### src/rtl/eval_arbiter_if.sv
// eval_arbiter_if
//   Bundles the requester-side and evaluator-side signals of eval_arbiter.
//   Modport slave  : the arbiter itself (consumes requests and evaluator results,
//                    drives grants, responses and the evaluator inputs).
//   Modport master : the environment (requesters plus the shared evaluator).
//   Signals:
//     req / req_board / req_white_to_move / req_white_pop / req_black_pop  - per-slot requests
//     req_ack / rsp_valid                     - one-hot grant and result pulses
//     rsp_eval / rsp_material / rsp_insufficient / rsp_error - tagged result
//     busy / timeout_sticky                   - status
//     ev_*                                    - evaluator handshake and data
interface eval_arbiter_if #(
    parameter int EVAL_WIDTH  = 24,
    parameter int REQ_COUNT   = 4,
    parameter int BOARD_WIDTH = 256
);
    logic [REQ_COUNT-1:0]             req;
    logic [REQ_COUNT*BOARD_WIDTH-1:0] req_board;
    logic [REQ_COUNT-1:0]             req_white_to_move;
    logic [REQ_COUNT*6-1:0]           req_white_pop;
    logic [REQ_COUNT*6-1:0]           req_black_pop;
    logic [REQ_COUNT-1:0]             req_ack;
    logic [REQ_COUNT-1:0]             rsp_valid;
    logic signed [EVAL_WIDTH-1:0]     rsp_eval;
    logic signed [31:0]               rsp_material;
    logic                             rsp_insufficient;
    logic                             rsp_error;
    logic                             busy;
    logic                             timeout_sticky;
    logic                             ev_board_valid;
    logic [BOARD_WIDTH-1:0]           ev_board;
    logic                             ev_white_to_move;
    logic [5:0]                       ev_white_pop;
    logic [5:0]                       ev_black_pop;
    logic                             ev_clear_eval;
    logic                             ev_eval_valid;
    logic signed [EVAL_WIDTH-1:0]     ev_eval;
    logic signed [31:0]               ev_material;
    logic                             ev_insufficient;

    modport slave (
        input  req, req_board, req_white_to_move, req_white_pop, req_black_pop,
        input  ev_eval_valid, ev_eval, ev_material, ev_insufficient,
        output req_ack, rsp_valid, rsp_eval, rsp_material, rsp_insufficient, rsp_error,
        output busy, timeout_sticky,
        output ev_board_valid, ev_board, ev_white_to_move, ev_white_pop, ev_black_pop,
        output ev_clear_eval
    );

    modport master (
        output req, req_board, req_white_to_move, req_white_pop, req_black_pop,
        output ev_eval_valid, ev_eval, ev_material, ev_insufficient,
        input  req_ack, rsp_valid, rsp_eval, rsp_material, rsp_insufficient, rsp_error,
        input  busy, timeout_sticky,
        input  ev_board_valid, ev_board, ev_white_to_move, ev_white_pop, ev_black_pop,
        input  ev_clear_eval
    );
endinterface

### src/rtl/eval_arbiter.sv
// eval_arbiter
//   Round-robin scheduler sharing one evaluator among REQ_COUNT requesters.
//   Grants a request, latches its board/side/pops into the evaluator inputs,
//   runs the board_valid / eval_valid / clear_eval handshake with a watchdog,
//   and returns the tagged result to the granted slot.
//   Ports:
//     clk   - single clock
//     reset - asynchronous, active-high
//     bus   - eval_arbiter_if.slave (requests, responses, status, evaluator link)
module eval_arbiter #(
    parameter int EVAL_WIDTH     = 24,
    parameter int REQ_COUNT      = 4,
    parameter int TIMEOUT_CYCLES = 32,
    parameter int BOARD_WIDTH    = 256
) (
    input logic           clk,
    input logic           reset,
    eval_arbiter_if.slave bus
);
    localparam int IDX_W = (REQ_COUNT > 1) ? $clog2(REQ_COUNT) : 1;
    localparam int WD_W  = $clog2(TIMEOUT_CYCLES);

    typedef enum logic [2:0] {
        S_IDLE,
        S_ISSUE,
        S_WAIT,
        S_CLEAR,
        S_DRAIN
    } state_t;

    state_t state_reg, state_next;

    // grant_reg doubles as last_grant: it is the slot being served and the
    // round-robin pointer for the next arbitration.
    logic [IDX_W-1:0]             grant_reg, grant_next;
    logic [WD_W-1:0]              wd_reg, wd_next;
    logic [REQ_COUNT-1:0]         req_ack_reg, req_ack_next;
    logic [REQ_COUNT-1:0]         rsp_valid_reg, rsp_valid_next;
    logic signed [EVAL_WIDTH-1:0] rsp_eval_reg, rsp_eval_next;
    logic signed [31:0]           rsp_material_reg, rsp_material_next;
    logic                         rsp_insufficient_reg, rsp_insufficient_next;
    logic                         rsp_error_reg, rsp_error_next;
    logic                         busy_reg, busy_next;
    logic                         timeout_reg, timeout_next;
    logic                         ev_board_valid_reg, ev_board_valid_next;
    logic                         ev_clear_eval_reg, ev_clear_eval_next;
    logic [BOARD_WIDTH-1:0]       ev_board_reg, ev_board_next;
    logic                         ev_wtm_reg, ev_wtm_next;
    logic [5:0]                   ev_wpop_reg, ev_wpop_next;
    logic [5:0]                   ev_bpop_reg, ev_bpop_next;

    // Per-slot views of the flattened request buses.
    logic [BOARD_WIDTH-1:0] slot_board [REQ_COUNT];
    logic [5:0]             slot_wpop  [REQ_COUNT];
    logic [5:0]             slot_bpop  [REQ_COUNT];

    for (genvar gi = 0; gi < REQ_COUNT; gi++) begin : g_slot
        assign slot_board[gi] = bus.req_board[gi*BOARD_WIDTH +: BOARD_WIDTH];
        assign slot_wpop[gi]  = bus.req_white_pop[gi*6 +: 6];
        assign slot_bpop[gi]  = bus.req_black_pop[gi*6 +: 6];
    end

    // Round-robin pick: first set req at or after grant_reg+1, wrapping.
    logic [IDX_W:0]   cand;
    logic             pick_found;
    logic [IDX_W-1:0] pick_idx;

    always_comb begin
        pick_found = 1'b0;
        pick_idx   = '0;
        cand       = '0;
        for (int k = 1; k <= REQ_COUNT; k++) begin
            cand = {1'b0, grant_reg} + (IDX_W+1)'(k);
            if (cand >= (IDX_W+1)'(REQ_COUNT)) begin
                cand = cand - (IDX_W+1)'(REQ_COUNT);
            end
            if (!pick_found && bus.req[cand[IDX_W-1:0]]) begin
                pick_found = 1'b1;
                pick_idx   = cand[IDX_W-1:0];
            end
        end
    end

    always_comb begin
        state_next            = state_reg;
        grant_next            = grant_reg;
        wd_next               = wd_reg;
        req_ack_next          = '0;
        rsp_valid_next        = '0;
        rsp_eval_next         = rsp_eval_reg;
        rsp_material_next     = rsp_material_reg;
        rsp_insufficient_next = rsp_insufficient_reg;
        rsp_error_next        = rsp_error_reg;
        timeout_next          = timeout_reg;
        ev_board_valid_next   = 1'b0;
        ev_clear_eval_next    = 1'b0;
        ev_board_next         = ev_board_reg;
        ev_wtm_next           = ev_wtm_reg;
        ev_wpop_next          = ev_wpop_reg;
        ev_bpop_next          = ev_bpop_reg;

        case (state_reg)
            S_IDLE: begin
                if (pick_found) begin
                    req_ack_next  = REQ_COUNT'(1) << pick_idx;
                    grant_next    = pick_idx;
                    ev_board_next = slot_board[pick_idx];
                    ev_wtm_next   = bus.req_white_to_move[pick_idx];
                    ev_wpop_next  = slot_wpop[pick_idx];
                    ev_bpop_next  = slot_bpop[pick_idx];
                    state_next    = S_ISSUE;
                end
            end
            S_ISSUE: begin
                ev_board_valid_next = 1'b1;
                wd_next             = '0;
                state_next          = S_WAIT;
            end
            S_WAIT: begin
                wd_next = wd_reg + 1'b1;
                // A valid arriving on the timeout cycle still counts as a result.
                if (bus.ev_eval_valid) begin
                    rsp_eval_next         = bus.ev_eval;
                    rsp_material_next     = bus.ev_material;
                    rsp_insufficient_next = bus.ev_insufficient;
                    rsp_error_next        = 1'b0;
                    state_next            = S_CLEAR;
                end else if (wd_reg == WD_W'(TIMEOUT_CYCLES-1)) begin
                    rsp_eval_next         = '0;
                    rsp_material_next     = '0;
                    rsp_insufficient_next = 1'b0;
                    rsp_error_next        = 1'b1;
                    timeout_next          = 1'b1;
                    state_next            = S_CLEAR;
                end
            end
            S_CLEAR: begin
                ev_clear_eval_next = 1'b1;
                rsp_valid_next     = REQ_COUNT'(1) << grant_reg;
                state_next         = S_DRAIN;
            end
            S_DRAIN: begin
                // The evaluator's valid can linger after a clear; a new board
                // must not be issued until it has dropped.
                if (!bus.ev_eval_valid) begin
                    state_next = S_IDLE;
                end
            end
            default: state_next = S_IDLE;
        endcase

        busy_next = (state_next != S_IDLE);
    end

    always_ff @(posedge clk or posedge reset) begin
        if (reset) begin
            state_reg            <= S_IDLE;
            grant_reg            <= IDX_W'(REQ_COUNT-1);
            wd_reg               <= '0;
            req_ack_reg          <= '0;
            rsp_valid_reg        <= '0;
            rsp_eval_reg         <= '0;
            rsp_material_reg     <= '0;
            rsp_insufficient_reg <= 1'b0;
            rsp_error_reg        <= 1'b0;
            busy_reg             <= 1'b0;
            timeout_reg          <= 1'b0;
            ev_board_valid_reg   <= 1'b0;
            ev_clear_eval_reg    <= 1'b0;
            ev_board_reg         <= '0;
            ev_wtm_reg           <= 1'b0;
            ev_wpop_reg          <= '0;
            ev_bpop_reg          <= '0;
        end else begin
            state_reg            <= state_next;
            grant_reg            <= grant_next;
            wd_reg               <= wd_next;
            req_ack_reg          <= req_ack_next;
            rsp_valid_reg        <= rsp_valid_next;
            rsp_eval_reg         <= rsp_eval_next;
            rsp_material_reg     <= rsp_material_next;
            rsp_insufficient_reg <= rsp_insufficient_next;
            rsp_error_reg        <= rsp_error_next;
            busy_reg             <= busy_next;
            timeout_reg          <= timeout_next;
            ev_board_valid_reg   <= ev_board_valid_next;
            ev_clear_eval_reg    <= ev_clear_eval_next;
            ev_board_reg         <= ev_board_next;
            ev_wtm_reg           <= ev_wtm_next;
            ev_wpop_reg          <= ev_wpop_next;
            ev_bpop_reg          <= ev_bpop_next;
        end
    end

    assign bus.req_ack          = req_ack_reg;
    assign bus.rsp_valid        = rsp_valid_reg;
    assign bus.rsp_eval         = rsp_eval_reg;
    assign bus.rsp_material     = rsp_material_reg;
    assign bus.rsp_insufficient = rsp_insufficient_reg;
    assign bus.rsp_error        = rsp_error_reg;
    assign bus.busy             = busy_reg;
    assign bus.timeout_sticky   = timeout_reg;
    assign bus.ev_board_valid   = ev_board_valid_reg;
    assign bus.ev_clear_eval    = ev_clear_eval_reg;
    assign bus.ev_board         = ev_board_reg;
    assign bus.ev_white_to_move = ev_wtm_reg;
    assign bus.ev_white_pop     = ev_wpop_reg;
    assign bus.ev_black_pop     = ev_bpop_reg;
endmodule

### src/flat_wrapper.sv
// flat-port wrapper written by rule: the top's interface ports become plain ports
module eval_arbiter_flat 
#(
    parameter int EVAL_WIDTH     = 24,
    parameter int REQ_COUNT      = 4,
    parameter int TIMEOUT_CYCLES = 32,
    parameter int BOARD_WIDTH    = 256
)
  (clk, reset, bus_req, bus_req_board, bus_req_white_to_move, bus_req_white_pop, bus_req_black_pop, bus_ev_eval_valid, bus_ev_eval, bus_ev_material, bus_ev_insufficient, bus_req_ack, bus_rsp_valid, bus_rsp_eval, bus_rsp_material, bus_rsp_insufficient, bus_rsp_error, bus_busy, bus_timeout_sticky, bus_ev_board_valid, bus_ev_board, bus_ev_white_to_move, bus_ev_white_pop, bus_ev_black_pop, bus_ev_clear_eval);
  eval_arbiter_if #(.EVAL_WIDTH(EVAL_WIDTH), .REQ_COUNT(REQ_COUNT), .BOARD_WIDTH(BOARD_WIDTH)) bus_i ();
  input logic clk;
  input logic reset;
  input wire logic [$bits(bus_i.req)-1:0] bus_req;
  input wire logic [$bits(bus_i.req_board)-1:0] bus_req_board;
  input wire logic [$bits(bus_i.req_white_to_move)-1:0] bus_req_white_to_move;
  input wire logic [$bits(bus_i.req_white_pop)-1:0] bus_req_white_pop;
  input wire logic [$bits(bus_i.req_black_pop)-1:0] bus_req_black_pop;
  input wire logic [$bits(bus_i.ev_eval_valid)-1:0] bus_ev_eval_valid;
  input wire logic [$bits(bus_i.ev_eval)-1:0] bus_ev_eval;
  input wire logic [$bits(bus_i.ev_material)-1:0] bus_ev_material;
  input wire logic [$bits(bus_i.ev_insufficient)-1:0] bus_ev_insufficient;
  output wire logic [$bits(bus_i.req_ack)-1:0] bus_req_ack;
  output wire logic [$bits(bus_i.rsp_valid)-1:0] bus_rsp_valid;
  output wire logic [$bits(bus_i.rsp_eval)-1:0] bus_rsp_eval;
  output wire logic [$bits(bus_i.rsp_material)-1:0] bus_rsp_material;
  output wire logic [$bits(bus_i.rsp_insufficient)-1:0] bus_rsp_insufficient;
  output wire logic [$bits(bus_i.rsp_error)-1:0] bus_rsp_error;
  output wire logic [$bits(bus_i.busy)-1:0] bus_busy;
  output wire logic [$bits(bus_i.timeout_sticky)-1:0] bus_timeout_sticky;
  output wire logic [$bits(bus_i.ev_board_valid)-1:0] bus_ev_board_valid;
  output wire logic [$bits(bus_i.ev_board)-1:0] bus_ev_board;
  output wire logic [$bits(bus_i.ev_white_to_move)-1:0] bus_ev_white_to_move;
  output wire logic [$bits(bus_i.ev_white_pop)-1:0] bus_ev_white_pop;
  output wire logic [$bits(bus_i.ev_black_pop)-1:0] bus_ev_black_pop;
  output wire logic [$bits(bus_i.ev_clear_eval)-1:0] bus_ev_clear_eval;
  assign bus_i.req = bus_req;
  assign bus_i.req_board = bus_req_board;
  assign bus_i.req_white_to_move = bus_req_white_to_move;
  assign bus_i.req_white_pop = bus_req_white_pop;
  assign bus_i.req_black_pop = bus_req_black_pop;
  assign bus_i.ev_eval_valid = bus_ev_eval_valid;
  assign bus_i.ev_eval = bus_ev_eval;
  assign bus_i.ev_material = bus_ev_material;
  assign bus_i.ev_insufficient = bus_ev_insufficient;
  assign bus_req_ack = bus_i.req_ack;
  assign bus_rsp_valid = bus_i.rsp_valid;
  assign bus_rsp_eval = bus_i.rsp_eval;
  assign bus_rsp_material = bus_i.rsp_material;
  assign bus_rsp_insufficient = bus_i.rsp_insufficient;
  assign bus_rsp_error = bus_i.rsp_error;
  assign bus_busy = bus_i.busy;
  assign bus_timeout_sticky = bus_i.timeout_sticky;
  assign bus_ev_board_valid = bus_i.ev_board_valid;
  assign bus_ev_board = bus_i.ev_board;
  assign bus_ev_white_to_move = bus_i.ev_white_to_move;
  assign bus_ev_white_pop = bus_i.ev_white_pop;
  assign bus_ev_black_pop = bus_i.ev_black_pop;
  assign bus_ev_clear_eval = bus_i.ev_clear_eval;
  eval_arbiter #(.EVAL_WIDTH(EVAL_WIDTH), .REQ_COUNT(REQ_COUNT), .TIMEOUT_CYCLES(TIMEOUT_CYCLES), .BOARD_WIDTH(BOARD_WIDTH)) u_core (.clk(clk), .reset(reset), .bus(bus_i));
endmodule
### config.mk
export PLATFORM = sky130hd
export DESIGN_NAME = eval_arbiter_flat
export DESIGN_NICKNAME = d
export VERILOG_FILES = /design/src/rtl/eval_arbiter_if.sv /design/src/rtl/eval_arbiter.sv /design/src/flat_wrapper.sv
export SDC_FILE = /design/constraint.sdc
export NUM_CORES = 1
export LEC_CHECK = 0
export CAP_MARGIN = 20
export CORE_AREA = 2 2 576 578
export DETAILED_ROUTE_END_ITERATION = 8
export DIE_AREA = 0 0 578 580
export PLACE_DENSITY_LB_ADDON = 0.12
export SLEW_MARGIN = 0
export SYNTH_ARGS = -nofsm -noshare
export SYNTH_HDL_FRONTEND = slang
export SYNTH_SLANG_ARGS = --single-unit
### constraint.sdc
create_clock -name clk -period 22.6 [get_ports clk]
set_clock_uncertainty 0.2 [all_clocks]
set_input_delay 4.52 -clock clk [delete_from_list [all_inputs] [get_ports clk]]
set_output_delay 4.52 -clock clk [all_outputs]
set_load 0.005 [all_outputs]
==> results.md <==
- Number of antenna violations at the first check in global routing: 159
- Worst reg2reg path depth: 12
- Global-route wire length before repair: 331,000 um
- Number of cells produced by synthesis: 3,267
- Routed vias/inst: 3.69
- Via count of the first global-routing pass: 33.9k
- Clk pin slew, worst setup/hold paths: 0.06 ns
- Clock sink count: 349
- Synth cell types: 42
- Capture point of the worst reg-to-reg path: u_core.bus.ev_board[171]
- # setup viols final: 0
- Flip-flop count of the largest register, all copies and words added: 256
- Top-level I/O count: 1,479
- Detailed Place HPWL: 194,000 um
- Mapped Nets: 4,413
- Setup tns final: 0 ns
- Initial core utilization: 8.48%
- Type of the worst setup path: in2reg
- Hold worst-path end: u_core.bus.ev_board[231]
- Netlist Area Pre-Place: 27,900 um2
- Power per cell area: 169 nW/um2
- Die width: 578 um
- Worst setup slack for register-to-register paths: 16.07 ns
- Library cell with the highest instance count after synthesis: mux2i_1
- Worst setup EP type: register
- Most used cell along the critical path: buf_4
- Final count of pins violating max slew: 0
- Max Cap Viol: 0
- H-Tree Level Count: 2
- Net count reported at finish: 5,631
- Total core area: 329,000 um2
- Synth-to-Final Area Change: 76.9%
- Critical path arrival: 9.84 ns
- Post-cts resize count: 0
- Element type at the critical path start: input pin
- Total vias in the final route: 33.0k
- Antenna Nets Post-Route: 0
- Hold/Removal Path Class: reg2reg
- Cell types with the largest area share after synthesis: dfrtp_1 (31%), mux2i_1 (19%), nand3_1 (8.7%)
- CP Buf/Inv Count: 5
- Ratio of cells with drive above 1 in the final layout: 4.50%
- Largest area contributor in the synthesized netlist: dfrtp_1
- Synthesis Warnings: 0
- Share of the yosys chip area belonging to registers: 31.3%
- CTS tree: yes
- Fraction of synthesis flops using an asynchronous set or reset pin: 100%
- Count of buffers inserted at the top-level ports: 1,478
- Highest ir drop seen on vdd: 0.000172 V
- Setup repair after global routing missed its margin: false
- Cell type group with the largest total delay on the critical path: buffers and inverters
- Fillers: 37.2k
- Clock buffers created by TritonCTS: 60
- Critical-path maximum fanout: 52
- Total global routing overflow: 0
- Count of endpoints failing hold in the final timing report: 0
- Routed wire per std cell: 28.2 um
- Result of the run: finished clean
- Die Ht: 580 um
- Utilization of the core after routing: 15.0%
- LEAKAGE: 18.7 nW
- Clock latency on the worst-skew pair: 0.74 ns
- Hold path cells: 2
- Most common library cells after synthesis: mux2i_1 (519), nand3_1 (488), dfrtp_1 (347), a21oi_1 (297), a211oi_1 (271)
- WP data required: 23.02 ns
- CP Launch Point: bus_req[3]
- Critical register-to-register path startpoint: u_core.grant_reg[0]
- Number of synthesized register bits: 349
- Number of design rule violations left after detail routing: 0
- Number of cell rows: 211
- Wire length after detailed routing: 252,000 um
- All-layer global routing usage: 14.4%
- Chain of cells forming the critical path: clkdlybuf4s50_1 > mux4_2 > o21bai_1 > a21oi_4 > nor2_4 > buf_4 > buf_4 > buf_4 > buf_4 > a211oi_1 > o31ai_1
- TritonRoute pass-1 iters: 6
- Maximum number of pins on one net before global-route repair: 159
- Placer Congestion: 0.815
- Delay of the slowest cell on the worst path: 0.75 ns
- Cts-stage hold buffer count: 0
- Number of buffers added for setup after CTS: 0
- Max Buffers Root-to-Sink: 3
- Actual slew at the worst max-slew pin: 1.02 ns
- Clock tree root buffer cell: clkbuf_16
- Crit path time final: 9.42 ns
- Count of flip-flops with a built-in enable after synthesis: 0
- Avg Inst Size Synth: 8.54 um2
- Peak Freq: 106 MHz
- Total die area: 335,000 um2
- Start point of the worst hold path: u_core.bus.ev_board[231]
- Post-synth top flop: dfrtp_1
- Worst rel slew slack: 31.8%
- Fraction of the cycle the final worst path needs: 41.7%
- Top-area cell type share of the netlist area: 31.1%
- CP max-delay cell: buf_4
- Initial DRC count: 1,730
## layout make-up
cell class | instances | area [um2] | share of cell area (%)
diodes | 44 | 110 | 0.223
well taps | 4366 | 5460 | 11.1
inverters | 4 | 22.5 | 0.0456
flip-flops and latches | 349 | 8740 | 17.7
clock inverters | 19 | 245 | 0.497
repair buffers | 1558 | 15500 | 31.4
multi-input cells | 2512 | 17500 | 35.5
clock buffers | 89 | 1770 | 3.58
## metal layers
layer	vias to the layer above	track usage, %	wire (um)
li1	15000	-	-
met1	16300	16.9	102000
met2	1288	24.2	119000
met3	314	5.96	24800
met4	134	3.34	5380
met5	-	0	858
## report_power, final
part	switching (W)	leakage (nW)	internal, W	total, W
Sequential	0.000237	4.26	0.000969	0.00121
Clock	0.000427	0.998	0.000573	0.00100
Combinational	0.00397	13.4	0.00219	0.00616
## cell families (layout without fill, tap and decap cells)
family / after synthesis / count (layout) / synth area share, %
AO/OA/AOI/OAI: 1183 / 1183 / 29.9
XOR/XNOR: 1 / 1 / 0.0314
adder cells (fa/ha/maj): 6 / 6 / 0.269
buffers and inverters: 406 / 1670 / 6.34
flip-flops: 349 / 349 / 31.3
multiplexers: 526 / 526 / 19.0
other: 0 / 44 / 0
AND/OR/NAND/NOR: 796 / 796 / 13.2
## placed cells by master (no fill, tap or decap), drive strengths merged, types with 16 or more instances in the layout
cell	count
nand2	248
clkbuf	89
o21a	244
nor2	32
a211oi	271
buf	80
clkdlybuf4s50	1478
dfrtp	347
o2111a	26
diode	44
a22o	59
clkinv	16
o31ai	243
a21oi	297
o221ai	27
mux2i	519
nand3	488
## worst min-delay path: stages (launching register included)
cell     delay [ns]
dfrtp_1        0.34
nand2_1        0.05
o31ai_1        0.05
## how the worst max path moves through the flow
stage / depth (start not counted) / end
2_1_floorplan: 1 / u_core.bus.busy
3_3_place_gp: 11 / u_core.bus.ev_board[197]
3_5_place_dp: 11 / u_core.bus.ev_board[195]
4_1_cts: 11 / u_core.bus.ev_board[195]
5_1_grt: 11 / u_core.bus.ev_board[195]
6_report: 11 / u_core.bus.ev_board[171]
## stage by stage
| step | cell area (um2) | instances | setup slack (ns) | hold slack, ns | power (W) |
|---|---|---|---|---|---|
| 5_1_grt | 49300 | 8912 | 12.91 | 0.290 | 0.00899 |
| 6_report | 49400 | 8941 | 13.18 | 0.273 | 0.00837 |
| 4_1_cts | 49300 | 8897 | 13.17 | 0.278 | 0.00860 |
| 3_5_place_dp | 47300 | 8789 | 12.34 | 0.265 | 0.00753 |
| 3_3_place_gp | 47200 | 8788 | 12.43 | 0.262 | 0.00751 |
| 2_1_floorplan | 27900 | 3267 | 8.20 | 0.250 | 0.00465 |
(Power assumes the default switching activity.)
==> edit, RTL diff (same settings) <==
`TIMEOUT_CYCLES` is set to 32 in 2 places; all go to 64.
--- a/src/rtl/eval_arbiter.sv
+++ b/src/rtl/eval_arbiter.sv
@@ -11,5 +11,5 @@
     parameter int EVAL_WIDTH     = 24,
     parameter int REQ_COUNT      = 4,
-    parameter int TIMEOUT_CYCLES = 32,
+    parameter int TIMEOUT_CYCLES = 64,
     parameter int BOARD_WIDTH    = 256
 ) (
--- a/src/flat_wrapper.sv
+++ b/src/flat_wrapper.sv
@@ -4,5 +4,5 @@
     parameter int EVAL_WIDTH     = 24,
     parameter int REQ_COUNT      = 4,
-    parameter int TIMEOUT_CYCLES = 32,
+    parameter int TIMEOUT_CYCLES = 64,
     parameter int BOARD_WIDTH    = 256
 )
Function: not settled (the Yosys comparison gave no result); the edit may change what the design does.
==> edit against the original RTL <==
- register-to-register slack lost 0.39 ns
- worst setup slack worse by 0.67 ns
- sequential cell count rose by 1
- largest power group unchanged
- final area down 13%
- combinational power shrank 32%
- utilization decreased by 2.0 points
- wire length down 11%
- total power is 25% lower
- synthesized area fell by 23%
- non-clock buffer count fell by 32
==> edit: results (changes against the original RTL) <==
Run status
  – Run status: finished clean

Finish
  – Fraction of layout instances using a drive strength above 1: 0.0808 (+0.0357)
  – Final layout net count: 4575 (-19%)
  – Filler cells: 37400 (+0.52%)

Worst setup path
  – Worst reg2reg path depth: 13 (+1)
  – CP startpoint: bus_req[1]
  – Crit Path Max Fanout: 95 (+83%)
  – Flop2flop setup slack: 15.68 ns (-0.39 ns)
  – Data arrival, critical path: 10.48 ns (+0.64 ns)

Detailed routing
  – DRT iter0 DRCs: 1167 (-33%)
  – Count of vias placed by the detailed router: 24300 (-26%)
  – Post-detailed-route via-to-cell ratio: 3.08 (-16%)
  – Drt pass-1 iters: 4 (-2)
  – Average detailed-routed wire length per instance: 28.5 µm (+1.2%)

Place
  – Total placed instance area: 0.0409 mm² (-13%)
  – Placer Congestion: 0.822 (+0.78%)

Worst hold path
  – Worst Min Path Start: u_core.bus.ev_board[161]

Synth
  – Mean Syn Cell Area: 10.3 µm² (+20%)
  – Syn nets: 3225 (-27%)
  – Proportion of synthesized chip area in sequential cells: 0.410 (+0.0972)

STA
  – Hold Slack: 0.279 ns (+0.00567 ns)
  – Remaining max-slew budget at the tightest pin: 0.287 (-0.0315)

Clock tree
  – Clock latency of the later-clocked register in the worst-skew pair: 0.72 ns (-0.02 ns)
  – CTS buffer count: 61 (+1.7%)

Power
  – Reported leakage power: 15.8 nW (-15%)
  – Worst vdd rail ir drop: 0.147 mV (-15%)

Global route
  – Initial antenna violation count: 195 (+23%)
  – Number of global-route vias before repair: 25200 (-26%)
## edit: changes by cell type after synthesis, sizes merged, moves of 100 or more
cell	change
a211oi	-271
a21oi	-295
a221o	+147
clkbuf	-126
mux2i	-100
nand2	-117
nand3	-488
nor2	+120
nor3	+145
o2111ai	+123
o21a	-244
o311ai	+123
o31ai	-241
or2	+125
## edit: kinds of logic after synthesis
logic type | Yosys count | synth area share
simple gates | 580 | 0.128
compound gates | 473 | 0.200
mux | 424 | 0.201
flops | 350 | 0.410
buf+inv | 246 | 0.0563
fa+ha+maj | 5 | 0.00293
xor+xnor | 2 | 0.000820
## edit: metal layers
layer  global-route usage  share of wire  vias up
li1                     -              -    10800
met1                0.143           0.38    11700
met2                0.225           0.48     1253
met3               0.0605           0.11      392
met4               0.0211          0.020      100
met5                    0         0.0029        -
## edit: area by class of cell
| type | count | area, µm² | area share |
|---|---|---|---|
| repair buffers | 1526 | 15200 | 0.354 |
| multi-input cells | 1484 | 11400 | 0.267 |
| flip-flops and latches | 350 | 8760 | 0.204 |
| well taps | 4366 | 5460 | 0.127 |
| clock buffers | 99 | 1850 | 0.0431 |
| clock inverters | 13 | 90.1 | 0.00210 |
| diodes | 32 | 80.1 | 0.00187 |
| inverters | 7 | 38.8 | 0.000904 |
## edit: worst max-delay path: cells and delay by family
kind | cells | cell delay (ns)
AO/OA/AOI/OAI | 2 | 0.57
multiplexers | 2 | 0.91
AND/OR/NAND/NOR | 2 | 0.28
buffers and inverters | 6 | 3.91
## edit: power groups by stage
stage	clock (mW)	sequential [mW]	combinational, mW
after floorplan	0	1.14	2.40
after global placement	0	1.17	4.27
after detailed placement	0	1.17	4.29
after CTS	1.03	1.17	4.29
after global routing	1.04	1.20	4.53
final	0.966	1.16	4.16
